<file path="src/rtl/fetch_unit.sv">
// fetch_unit: program counter, two-level return stack and instruction register feeding the decoder.
// Decoder phase encodings live in fetch_unit_pkg so the decoder and this stage share one definition.
package fetch_unit_pkg;
    parameter int FE_STATE_BITS = 2;
    parameter int EX_STATE_BITS = 4;

    localparam logic [FE_STATE_BITS-1:0] FE_Q1_INCPC = 2'd0;
    localparam logic [FE_STATE_BITS-1:0] FE_Q2_IDLE  = 2'd1;
    localparam logic [FE_STATE_BITS-1:0] FE_Q3_IDLE  = 2'd2;
    localparam logic [FE_STATE_BITS-1:0] FE_Q4_FETCH = 2'd3;

    // Every code above EX_Q3 is a Q4 execute state.
    localparam logic [EX_STATE_BITS-1:0] EX_Q1         = 4'd0;
    localparam logic [EX_STATE_BITS-1:0] EX_Q2         = 4'd1;
    localparam logic [EX_STATE_BITS-1:0] EX_Q3         = 4'd2;
    localparam logic [EX_STATE_BITS-1:0] EX_Q4_CLRF    = 4'd3;
    localparam logic [EX_STATE_BITS-1:0] EX_Q4_CLRW    = 4'd4;
    localparam logic [EX_STATE_BITS-1:0] EX_Q4_FSZ     = 4'd5;
    localparam logic [EX_STATE_BITS-1:0] EX_Q4_MOVWF   = 4'd6;
    localparam logic [EX_STATE_BITS-1:0] EX_Q4_BXF     = 4'd7;
    localparam logic [EX_STATE_BITS-1:0] EX_Q4_BTFSX   = 4'd8;
    localparam logic [EX_STATE_BITS-1:0] EX_Q4_CALL    = 4'd9;
    localparam logic [EX_STATE_BITS-1:0] EX_Q4_GOTO    = 4'd10;
    localparam logic [EX_STATE_BITS-1:0] EX_Q4_RETLW   = 4'd11;
    localparam logic [EX_STATE_BITS-1:0] EX_Q4_MOVLW   = 4'd12;
    localparam logic [EX_STATE_BITS-1:0] EX_Q4_ALU     = 4'd13;
    localparam logic [EX_STATE_BITS-1:0] EX_Q4_00_ELSE = 4'd14;
    localparam logic [EX_STATE_BITS-1:0] EX_Q4_NOP     = 4'd15;
endpackage

module fetch_unit
    import fetch_unit_pkg::*;
#(
    parameter int PC_WIDTH = 11,
    parameter logic [PC_WIDTH-1:0] RESET_VECTOR = '1
) (
    input  logic                     clk,
    input  logic                     rst,
    input  logic [FE_STATE_BITS-1:0] fetchState,
    input  logic [EX_STATE_BITS-1:0] executeState,
    input  logic [11:0]              romData,
    input  logic                     skipReq,
    input  logic                     pclWrite,
    input  logic [7:0]               aluResult,
    input  logic [1:0]               statusPA,
    output logic [PC_WIDTH-1:0]      romAddr,
    output logic [11:0]              instOut,
    output logic [7:0]               pclOut
);
    logic [PC_WIDTH-1:0] pc, pcNext, stack0, stack0Next, stack1, stack1Next;
    logic [11:0] instReg, instNext;
    logic holdInc, holdNext, flush;
    logic exQ4, isPcl, isGoto, isCall, isRet, isSkip;
    logic [10:0] gotoFull, callFull, pclFull;

    // Targets are formed at the full 11-bit width and truncated, so unused page bits drop out.
    assign gotoFull = {statusPA, instReg[8:0]};
    assign callFull = {statusPA, 1'b0, instReg[7:0]};
    assign pclFull  = {statusPA, 1'b0, aluResult};

    assign exQ4   = executeState > EX_Q3;
    assign isPcl  = exQ4 && pclWrite;
    assign isGoto = executeState == EX_Q4_GOTO;
    assign isCall = executeState == EX_Q4_CALL;
    assign isRet  = executeState == EX_Q4_RETLW;
    assign isSkip = skipReq && (executeState == EX_Q4_FSZ || executeState == EX_Q4_BTFSX);

    always_comb begin
        pcNext     = pc;
        stack0Next = stack0;
        stack1Next = stack1;
        holdNext   = holdInc;
        flush      = 1'b0;
        if (fetchState == FE_Q1_INCPC) begin
            pcNext   = holdInc ? pc : pc + 1'b1;
            holdNext = 1'b0;
        end
        if (isPcl) begin
            pcNext   = pclFull[PC_WIDTH-1:0];
            holdNext = 1'b1;
            flush    = 1'b1;
        end else if (isGoto) begin
            pcNext   = gotoFull[PC_WIDTH-1:0];
            holdNext = 1'b1;
            flush    = 1'b1;
        end else if (isCall) begin
            stack1Next = stack0;
            stack0Next = pc;
            pcNext     = callFull[PC_WIDTH-1:0];
            holdNext   = 1'b1;
            flush      = 1'b1;
        end else if (isRet) begin
            pcNext     = stack0;
            stack0Next = stack1;
            holdNext   = 1'b1;
            flush      = 1'b1;
        end else if (isSkip) begin
            flush = 1'b1;
        end
        instNext = (fetchState == FE_Q4_FETCH) ? (flush ? 12'h000 : romData) : instReg;
    end

    always_ff @(posedge clk) begin
        if (!rst) begin
            pc      <= RESET_VECTOR;
            instReg <= 12'h000;
            stack0  <= '0;
            stack1  <= '0;
            holdInc <= 1'b0;
        end else begin
            pc      <= pcNext;
            instReg <= instNext;
            stack0  <= stack0Next;
            stack1  <= stack1Next;
            holdInc <= holdNext;
        end
    end

    assign romAddr = pc;
    assign instOut = instReg;
    assign pclOut  = pc[7:0];
endmodule
</file>
<file path="config.mk">
export PLATFORM = sky130hd
export DESIGN_NAME = fetch_unit
export DESIGN_NICKNAME = d
export VERILOG_FILES = /design/src/rtl/fetch_unit.sv
export SDC_FILE = /design/constraint.sdc
export NUM_CORES = 1
export LEC_CHECK = 0
export BUFFER_PORTS_ARGS = -buffer_cell sky130_fd_sc_hd__clkbuf_2
export CAP_MARGIN = 20
export CORE_MARGIN = 2
export CORE_UTILIZATION = 40
export CTS_CLUSTER_DIAMETER = 100
export CTS_CLUSTER_SIZE = 10
export DETAILED_ROUTE_END_ITERATION = 10
export SKIP_CTS_REPAIR_TIMING = 1
export SLEW_MARGIN = 20
export SYNTH_ARGS = -nofsm -noshare
export SYNTH_HDL_FRONTEND = slang
export SYNTH_SLANG_ARGS = --single-unit
</file>
<file path="constraint.sdc">
create_clock -name clk -period 2.5 [get_ports clk]
set_input_delay 0.5 -clock clk [delete_from_list [all_inputs] [get_ports clk]]
set_output_delay 0.5 -clock clk [all_outputs]
set_load 0.05 [all_outputs]
</file>
==> impl_metrics.tcl <==
set metrics [dict create \
    outcome "finished, final reports clean" \
    crit_chain "ha_1 -> nand2_1 -> or4_1 -> a31oi_1 -> o211ai_1 -> nand3_1" \
    syn_to_final_growth_pct 16.4 \
    cts_tree "built" \
    start_kind "flop" \
    dieWidth_um 84.6 \
    ff2ff_path_depth 6 \
    grt_util_met3_pct 3.44 \
    numPortBuffers 62 \
    yosysWarnings 0 \
    synth_edf_count 0 \
    fmax_mhz 543 \
    antenna_left 0 \
    synthesis.area_mm2 0.00260 \
    cp.required_ps 2740 \
    critPathTopFamily "simple AND/OR/NAND/NOR gates" \
    slew_headroom_pct 57.9 \
    critPathMaxStageDelay_ps 520 \
    ys_async_sr_fraction_pct 0 \
    rsz0062_at_grt "false" \
    drive_gt1_share_pct 25.3 \
    synth-seq-cells 46 \
    wl_per_cell_um 15.6 \
    fin_crit_ps 1840 \
    maxCapViolations 0 \
    wirelength_um 6610 \
    grt_usage_pct 18.7 \
    insertedDiodeCount 0 \
    end_kind "flop" \
    met1_usage_pct 25.5 \
    antenna_found_initial 0 \
    slew_viol_final 0 \
    finalSetupTns_ps 0 \
    drc_errors 0 \
    die_h_um 84.6 \
    start_util_pct 41.2 \
    mostFrequentLayoutCell "clkbuf_2" \
    io-pin-count 63 \
    syn-mean-instance-area_um2 8.76 \
    nets 380 \
    worstHoldPathCells 3 \
    tightest_slew_ps 631 \
    numCtsBuffers 5 \
    final-setup-viol-count 0 \
    grt_pass1_vias 2191 \
    htree_levels 2 \
    dieArea_mm2 0.00716 \
    hpwl_um 4840 \
    insertion_delay_ps 300 \
    cpMaxStageDelayCell "dfxtp_1" \
    criticalPathCategory "reg -> reg" \
    coreArea_mm2 0.00631 \
    cp_num_cells 6 \
    vdd_drop_max_v 0.000317 \
    total_power_uw 1960 \
    grt_overflow 0 \
    grt_pass1_wl_um 10800 \
    netlist_instances 297 \
    skew_ps 7.49 \
    ys_types 55 \
    met2_usage_pct 30.2 \
    clk_pin_slew_ps 90 \
    grt_max_degree 37 \
    p_leak_uw 0.00129 \
    path_max_fanout 8 \
    arrival_ps 2080 \
    layout_common_cells "clkbuf_2 (62), dfxtp_1 (46), nand2_1 (37)" \
    numClockSinks 46 \
    rows 29 \
    gp_congestion 0.792 \
    busiest_layer "met2" \
    via_per_inst 5.55 \
    finalHoldViolations 0 \
    ys_seq_area_share_pct 35.4 \
    worst-path-buf-inv 0 \
    holdCritPathClass "in -> reg" \
    drtIter0Drc 126 \
    fin_crit_sh_pct 73.7 \
    dr_total_vias 2357 \
    drt_first_pass_iters 4 \
    cellPowerDensity_mw_per_mm2 647 \
    cts_root_buffer "clkbuf_8" \
    yosys_most_used_dff "dfxtp_1" \
    clk_path_buf_depth 2 \
    syn_nets 330 \
]
-- state kept, by name, indices dropped and copies added (netlist names) --
| name | count |
|---|---|
| stack1 | 11 |
| instOut | 12 |
| romAddr | 11 |
| holdInc | 1 |
| stack0 | 11 |
-- per-stage QoR --
stage	setup slack, ps	cell area (µm²)	instances	hold WS (ps)	util (%)
2_1_floorplan	542	2600	297	482	-
3_3_place_gp	366	2920	417	438	46.2
3_5_place_dp	345	2920	417	447	46.2
4_1_cts	667	3030	425	412	48.0
5_1_grt	520	3030	425	436	48.0
6_report	658	3030	425	422	48.0
-- worst register-to-register path: stages (launching register included) --
cell      delay (ps)
dfxtp_1          520
ha_1             310
nand2_1          130
or4_1            410
a31oi_1          190
o211ai_1         130
nand3_1           90
-- routing by layer --
metal	wire length, µm	vias up
li1	-	1174
met1	3120	1133
met2	3130	40
met3	271	10
met4	93	0
met5	0	-
-- cell type report --
| cell class | count | area (µm²) |
|---|---|---|
| fillers | 658 | 3290 |
| clock inverters | 3 | 43.8 |
| multi-input cells | 221 | 1500 |
| repair buffers | 72 | 398 |
| inverters | 1 | 3.75 |
| flip-flops and latches | 46 | 921 |
| well taps | 77 | 96.3 |
| clock buffers | 5 | 68.8 |
-- cell usage after synthesis (3+ instances only) --
cell type	count	area (µm²)
o211ai_1	4	30.0
buf_2	4	20.0
a211oi_1	5	37.5
dfxtp_1	46	921
and2_1	4	25.0
o21ai_0	9	45.0
a21boi_0	3	22.5
nand2_1	37	139
clkbuf_1	5	18.8
xor2_1	5	43.8
nor2_1	15	56.3
xnor2_1	3	26.3
nor3_1	4	20.0
mux2i_1	22	220
buf_1	3	11.3
a21boi_1	10	75.1
o22ai_1	5	31.3
o211a_1	11	110
buf_4	15	113
nand3_1	20	100
a21oi_1	7	35.0
nor2b_1	12	75.1
a31oi_1	4	25.0
nor3b_1	6	45.0
-- cell families after synthesis --
family	count (synthesis)	share of synthesized area [%]
buffers and inverters	30	7.26
AO/OA/AOI/OAI	80	24.0
multiplexers	22	8.47
adder cells (fa/ha/maj)	1	0.481
flip-flops	46	35.4
XOR/XNOR	8	2.69
AND/OR/NAND/NOR	110	21.7
-- power by group --
part           internal, µW  total, µW  switching [µW]  leakage, µW
Combinational           193        568             375     0.000860
Clock                   300        565             265    0.0000585
Sequential              770        825            54.5     0.000375
-- final timing paths --
path | startpoint | endpoint | slack (ps)
worst min-delay path | romData[2] | instOut[2] | 420
worst max register to register | romAddr[1] | romAddr[8] | 660
worst max-delay path | romAddr[1] | romAddr[8] | 660
worst min register to register | instOut[10] | instOut[10] | 450
No activity file was read; power rests on OpenSTA's default activity.
